### src/rtl/serial_pattern_pkg.sv
// Shared types and helpers for the serial pattern generator.
// Optional parity stage: SERIAL_PATTERN_GEN_PARITY_EN.
package serial_pattern_pkg;

  localparam int WIDTH_DEF = 8;

  typedef enum logic [1:0] {
    ST_IDLE  = 2'd0,
    ST_SHIFT = 2'd1,
    ST_PAR   = 2'd2,
    ST_DONE  = 2'd3
  } state_t;

  // Zero or an over-long request both mean a full-width pattern.
  function automatic logic [31:0] eff_len(
    input logic [31:0] len,
    input int unsigned width
  );
    if (len == 32'd0 || len > 32'(width))
      return 32'(width);
    return len;
  endfunction

endpackage

### src/rtl/serial_pattern_shreg.sv
// Left-aligning shift register with bit down-counter.
// Used by serial_pattern_gen (SERIAL_PATTERN_GEN_PARITY_EN aware top).
module serial_pattern_shreg #(
  parameter int WIDTH = 8,
  parameter int LEN_W = $clog2(WIDTH + 1)
) (
  input  logic             clk,
  input  logic             reset,
  input  logic             load,
  input  logic             shift,
  input  logic [WIDTH-1:0] data,
  input  logic [LEN_W-1:0] len,
  output logic             msb,
  output logic             last
);

  logic [WIDTH-1:0] sr;
  logic [LEN_W-1:0] cnt;
  logic [LEN_W-1:0] shamt;

  // Unused high bits fall off the top, first bit lands at the MSB.
  assign shamt = LEN_W'(WIDTH) - len;

  always_ff @(posedge clk) begin
    if (reset) begin
      sr  <= '0;
      cnt <= '0;
    end else if (load) begin
      sr  <= data << shamt;
      cnt <= len;
    end else if (shift) begin
      sr <= sr << 1;
      if (cnt != '0)
        cnt <= cnt - LEN_W'(1);
    end
  end

  assign msb  = sr[WIDTH-1];
  assign last = (cnt == LEN_W'(1));

endmodule

### src/rtl/serial_pattern_gen.sv
// MSB-first parallel-to-serial pattern generator (Moore FSM).
// Define SERIAL_PATTERN_GEN_PARITY_EN to append an even-parity bit.
module serial_pattern_gen
  import serial_pattern_pkg::*;
#(
  parameter int WIDTH = WIDTH_DEF,
  parameter int LEN_W = $clog2(WIDTH + 1)
) (
  input  logic             clk,
  input  logic             reset,
  input  logic             load_valid,
  output logic             load_ready,
  input  logic [WIDTH-1:0] load_data,
  input  logic [LEN_W-1:0] load_len,
  input  logic             bit_en,
  output logic             bout,
  output logic             bout_valid,
  output logic             busy,
  output logic             done
);

  state_t           state;
  logic [LEN_W-1:0] len_eff;
  logic             load;
  logic             shift;
  logic             msb;
  logic             last;

  assign len_eff = LEN_W'(eff_len(32'(load_len), WIDTH));
  assign load    = (state == ST_IDLE) && load_valid;
  assign shift   = (state == ST_SHIFT) && bit_en;

  serial_pattern_shreg #(
    .WIDTH (WIDTH),
    .LEN_W (LEN_W)
  ) u_shreg (
    .clk   (clk),
    .reset (reset),
    .load  (load),
    .shift (shift),
    .data  (load_data),
    .len   (len_eff),
    .msb   (msb),
    .last  (last)
  );

`ifdef SERIAL_PATTERN_GEN_PARITY_EN
  logic par;

  always_ff @(posedge clk) begin
    if (reset)
      par <= 1'b0;
    else if (load)
      par <= 1'b0;
    else if (shift)
      par <= par ^ msb;
  end

  assign bout = bout_valid & ((state == ST_PAR) ? par : msb);
`else
  assign bout = bout_valid & msb;
`endif

  always_ff @(posedge clk) begin
    if (reset) begin
      state      <= ST_IDLE;
      load_ready <= 1'b1;
      bout_valid <= 1'b0;
      busy       <= 1'b0;
      done       <= 1'b0;
    end else begin
      case (state)
        ST_IDLE: begin
          if (load_valid) begin
            state      <= ST_SHIFT;
            load_ready <= 1'b0;
            bout_valid <= 1'b1;
            busy       <= 1'b1;
          end
        end
        ST_SHIFT: begin
          if (bit_en && last) begin
`ifdef SERIAL_PATTERN_GEN_PARITY_EN
            state      <= ST_PAR;
`else
            state      <= ST_DONE;
            bout_valid <= 1'b0;
            done       <= 1'b1;
`endif
          end
        end
`ifdef SERIAL_PATTERN_GEN_PARITY_EN
        ST_PAR: begin
          if (bit_en) begin
            state      <= ST_DONE;
            bout_valid <= 1'b0;
            done       <= 1'b1;
          end
        end
`endif
        ST_DONE: begin
          state      <= ST_IDLE;
          load_ready <= 1'b1;
          busy       <= 1'b0;
          done       <= 1'b0;
        end
        default: begin
          state      <= ST_IDLE;
          load_ready <= 1'b1;
          bout_valid <= 1'b0;
          busy       <= 1'b0;
          done       <= 1'b0;
        end
      endcase
    end
  end

endmodule

### config.mk
export PLATFORM = sky130hd
export DESIGN_NAME = serial_pattern_gen
export DESIGN_NICKNAME = d
export VERILOG_FILES = /design/src/rtl/serial_pattern_pkg.sv /design/src/rtl/serial_pattern_shreg.sv /design/src/rtl/serial_pattern_gen.sv
export SDC_FILE = /design/constraint.sdc
export NUM_CORES = 1
export LEC_CHECK = 0
export ABC_CLOCK_PERIOD_IN_PS = 4100
export BUFFER_PORTS_ARGS = -buffer_cell sky130_fd_sc_hd__buf_2
export CAP_MARGIN = 30
export CORE_AREA = 2 2 57 59
export DETAILED_ROUTE_END_ITERATION = 12
export DIE_AREA = 0 0 59 61
export PLACE_DENSITY = 0.57
export SLEW_MARGIN = 0
export SYNTH_ARGS = -nofsm -noshare
export SYNTH_HDL_FRONTEND = slang
export SYNTH_SLANG_ARGS = --single-unit
export TNS_END_PERCENT = 5
### constraint.sdc
create_clock -name clk -period 4.1 [get_ports clk]
set_clock_uncertainty 0.15 [all_clocks]
set_input_delay 0.82 -clock clk [delete_from_list [all_inputs] [get_ports clk]]
set_output_delay 0.82 -clock clk [all_outputs]
set_load 0.005 [all_outputs]
* Word-level counts from Yosys, hierarchy flattened
Index checks and enable logic that the tools add are counted.
** Word-level totals
- Bits in registers :: 18
- Latch bits :: 0
- RAM bits :: 0
- ROM bits :: 0
- Bits of input ports :: 16
- Output and inout bits :: 5
- Word-level logic and storage cells :: 53
- Memories :: 0
** Operators by class
- Add/subtract/negate cells :: 2
- Multiply operators :: 0
- Divide/modulo/power cells :: 0
- Magnitude comparators :: 1
- Eq/ne operators :: 5
- Shifts and indexed selects :: 1
- Multiplexer cells :: 19
- Bitwise operators :: 4
- Reduce and logical (&&, ||, !) cells :: 14
** Operator list (number)
- two-way mux 4 bit :: 5
- two-way mux 8 bit :: 2
- AND reduction 2 bit :: 4
- left shift 8 x 4 -> 8 bit :: 1
- one-hot mux 1 bit (2 select lines) :: 3
- two-way mux 1 bit :: 5
- equality test 4 x 1 -> 1 bit, second input constant :: 1
- > comparator 4 bit, second input constant :: 1
- zero test 4 bit :: 1
- two-way mux 2 bit :: 2
- one-hot mux 2 bit (2 select lines) :: 1
- nonzero test 2 bit :: 2
- nonzero test 4 bit :: 1
- subtractor 4 x 1 -> 4 bit, second input constant :: 1
- subtractor 4 bit, first input constant :: 1
- logical AND 1 bit :: 3
- NOT 1 bit :: 3
- one-hot mux 1 bit (3 select lines) :: 1
- AND reduction 3 bit :: 1
- equality test 2 x 1 -> 1 bit, second input constant :: 1
- equality test 2 bit, second input constant :: 1
- zero test 2 bit :: 1
- != test 2 x 1 -> 1 bit, second input constant :: 1
- != test 2 bit, second input constant :: 1
- other kinds (2) :: 2

* Depth between registers and ports, before layout
- Depth in word-level cells :: 7
- Mapped depth :: 9
- Gate-level depth less buffers :: 7

* Hierarchy
A second synthesis with hierarchy kept.
** Unflattened totals
- Cell total of the unflattened synthesis :: 141
- Area total of the unflattened synthesis :: 1223.7 um^2
** By module, submodules not included
- serial_pattern_shreg :: instances 1, cells each 113, area an instance 955.9 um^2, sequential area each 240.2 um^2
- serial_pattern_gen :: instances 1, cells each 28, area an instance 267.8 um^2, sequential area each 120.1 um^2

* Worst setup path before layout
No wires, ideal clock.
- Kind :: input to register
- Start point :: input load_len[0]
- End point :: register u_shreg.sr[7]
- Library setup time :: 0.127 ns
- Arrival :: 2.253 ns
- Required time :: 3.823 ns
- Setup slack :: 1.569 ns
- Stages on the path :: 8
- Path buffers :: 2
- Cells stage by stage :: nor2b_1 > buf_4 > inv_1 > ha_1 > buf_2 > mux4_2 > nand2_1 > a311oi_1
** On the way
- Word-level cells in the longest chain between the ends :: 7
- Elaborated cells between the ends (all ways) :: 8
- Those cells by class :: add/sub: 1; order compare: 1; shift: 1; mux: 3; reduce/logical: 2
** RTL lines
- start, declared :: line serial_pattern_gen.sv:14 : input logic [LEN_W-1:0] load_len,
- > comparator 4 bit / zero test 4 bit (equally long branches) :: line serial_pattern_pkg.sv:19 : if (len == 32'd0 || len > 32'(width))
- logical OR 1 bit :: line serial_pattern_pkg.sv:19
- two-way mux 1 bit :: line serial_pattern_pkg.sv:19
- two-way mux 4 bit (*) :: line serial_pattern_pkg.sv:21 : return len;
- subtractor 4 bit (*) :: line serial_pattern_shreg.sv:22 : assign shamt = LEN_W'(WIDTH) - len;
- left shift 8 x 4 -> 8 bit (*) :: line serial_pattern_shreg.sv:29 : sr <= data << shamt;
- two-way mux 8 bit (*) :: line serial_pattern_shreg.sv:28 : end else if (load) begin
- end signal, assigned :: line serial_pattern_shreg.sv:29
- end signal, assigned :: line serial_pattern_shreg.sv:32 : sr <= sr << 1;
- end, declared :: line serial_pattern_shreg.sv:17 : logic [WIDTH-1:0] sr;
Every way passes the cells marked *; elsewhere a longest branch is shown, timed or not.
A chain may end at the register's enable or synchronous reset.

* Worst setup path in the final report
- Start point :: input load_len[3]
- End point :: register u_shreg.sr[7]
The elaborated chain is that of the path after synthesis.

==> results_dict.tcl <==
set metrics [dict create \
    timing.setup.tns_ns 0 \
    vias 1040 \
    ctsHoldBuffers 0 \
    critical_path.endpoint_type "flop" \
    finalWorstSetupSlack_ns 1.64 \
    grt_max_degree 19 \
    clock-sinks 18 \
    ant_nets 0 \
    yosysSeqAreaShare 0.316 \
    rsz0062_at_grt "false" \
    synth_most_common_cell "nor2_1" \
    path_clk_slew_ns 0.11 \
    synthFlopType "dfxtp_1" \
    ys_ff_latch 18 \
    synth_nets 158 \
    grt_usage 0.152 \
    cts_tree "yes" \
    wl_mm 2.42 \
    grt_first_pass_wirelength_mm 4.18 \
    netlist.area_leader.share 0.316 \
    synthXorXnorAreaFrac 0.0242 \
    async_reset_ff_frac 0 \
    ys_types 36 \
    synth_area_per_cell_um2 8.25 \
    fin_crit_sh 0.600 \
    nets 177 \
    cp_slowest_cell "mux4_2" \
    crit_fanout 8 \
    critPathKind "input pin to flop" \
    slowest_delay_ns 0.55 \
    post-cts-setup-buffer-count 0 \
    cts_buffers 3 \
    netlist.top_cell.by_area "dfxtp_1" \
    maxCapViolCount 0 \
    cellPowerDensity_mw_per_mm2 348 \
    initial_core_util 0.386 \
    hp-class "flop to flop" \
    synth-simple-area-share 0.297 \
    dp_hpwl_mm 1.88 \
    antenna_found_initial 0 \
    yosysWarnings 0 \
    drive_above_1_share 0.218 \
    multi_input_area_um2 708 \
    fillers 333 \
    grt_pass1_vias 953 \
    peakVddDrop_v 0.000116 \
    slew_headroom 0.592 \
    synth_top_family_by_area "simple AND/OR/NAND/NOR gates" \
    synth_compound_gate_area_share 0.147 \
    finalHoldWorstSlack_ns 0.329 \
    synth_commonest_cells "23 x nor2_1, 18 x dfxtp_1, 12 x nor3_1" \
    outcome "finished clean" \
    dr.pass1.iters 4 \
    leakagePower_nw 0.541 \
    period_needed_ns 2.46 \
    wl_per_cell_um 12.8 \
    seq_area_um2 360 \
    drc 0 \
    startpoint_type "input pin" \
    viasPerCell 5.50 \
    crit_chain "buf_2 > nor2b_1 > buf_4 > inv_1 > ha_1 > mux4_2 > nand2_1 > a311oi_1" \
    synth_mux_area_frac 0.110 \
    postSynthCellCount 138 \
    worstPathRequired_ns 4.13 \
    area.growth.synth_to_final_pct 12.4 \
    die_x_um 59 \
    clockBufferDepth 2 \
    cts_root_buffer "clkbuf_4" \
    dr.first_iter.drc_count 38 \
    post_cts_resized 0 \
    core_mm2 0.00295 \
    rows 20 \
    drv_slew 0 \
    report.final.setup_viol 0 \
    finalHoldViolCount 0 \
    gp_congestion 0.838 \
    synth_adder_area_share 0.0440 \
    synthTopCellsByArea "dfxtp_1 32%, nor2_1 7.6%, mux2i_1 7.0%" \
    io_pins 21 \
    chipHeight_um 61 \
    synth_area_mm2 0.00114 \
    dieArea_mm2 0.00360 \
    antenna_cells 0 \
    post-place-ws_ns 1.31 \
    fmax_ghz 0.407 \
    clkLatencyLatePin_ns 0.29 \
    critPathArrivalTime_ns 2.49 \
    synth_edf_count 0 \
    worst_pin_slew_ns 0.609 \
    port_buffers 20 \
    ctsHtreeMaxLevel 1 \
    overflow 0 \
]
[path summary, 6_finish.rpt]
kind / startpoint / to / cells after the start / slack (ns)
setup / recovery: load_len[3] / u_shreg.sr[7] / 8 / 1.64
hold / removal: load_ready / load_ready / 1 / 0.33
setup reg to reg: state[1] / u_shreg.cnt[0] / 4 / 2.15
hold reg to reg: load_ready / load_ready / 1 / 0.33
[flip-flops by register name (all words and copies together), names as in the netlist]
register	flops
busy	1
bout_valid	1
load_ready	1
done	1
u_shreg.sr	8
state	2
u_shreg.cnt	4
[final cells by class]
class                           instances  area share
Multi-Input combinational cell        107       0.553
Tap cell                               33      0.0323
Clock buffer                            4      0.0283
Inverter                                5      0.0147
Sequential cell                        18       0.282
Timing Repair Buffer                   22      0.0899
[cell usage in the layout (no fill, tap or decap), types with 2 or more instances in the layout]
cell type | netlist | final
nand2b_1 | 4 | 4
mux4_2 | 2 | 2
inv_1 | 5 | 5
o21ai_0 | 7 | 7
clkbuf_4 | 0 | 3
nor2_1 | 23 | 23
a21oi_1 | 7 | 7
ha_1 | 4 | 4
buf_2 | 2 | 20
dfxtp_1 | 18 | 18
nor3_1 | 12 | 12
nand2_1 | 9 | 9
a311oi_1 | 2 | 2
and2b_1 | 2 | 2
nand3_1 | 6 | 6
mux2i_1 | 8 | 8
a221oi_1 | 3 | 3
buf_4 | 1 | 2
nor4_1 | 2 | 2
[logic make-up (layout without fill, tap and decap cells)]
logic type,count (synthesis),in the layout
AND/OR/NAND/NOR,66,66
AO/OA/AOI/OAI,26,26
flip-flops,18,18
buffers and inverters,13,31
multiplexers,10,10
adder cells (fa/ha/maj),4,4
XOR/XNOR,1,1
[critical path, delay by kind of cell]
family                   cells  cell delay [ns]
multiplexers                 1             0.55
AO/OA/AOI/OAI                1             0.08
adder cells (fa/ha/maj)      1             0.46
buffers and inverters        3             0.40
AND/OR/NAND/NOR              2             0.18
[metal layers]
metal,wire [µm],track usage,vias to the layer above
li1,-,-,528
met1,1230,0.209,481
met2,1070,0.238,27
met3,91,0.0128,4
met4,37,0.0779,0
met5,0,0,-
[per-stage QoR]
| step | std cells | power (mW) | cell area (µm²) | util |
|---|---|---|---|---|
| global placement | 185 | 0.335 | 1240 | 0.421 |
| CTS | 189 | 0.451 | 1280 | 0.433 |
| finish | 189 | 0.445 | 1280 | 0.433 |
| global route | 189 | 0.475 | 1280 | 0.433 |
| floorplan | 138 | 0.306 | 1140 | - |
| detailed placement | 185 | 0.337 | 1240 | 0.421 |
[power by group]
part | total (mW) | internal (mW) | switching [mW]
Combinational | 0.129 | 0.0586 | 0.0708
Clock | 0.112 | 0.0541 | 0.0581
Sequential | 0.204 | 0.191 | 0.0127
Power figures use the tool's default switching activity.
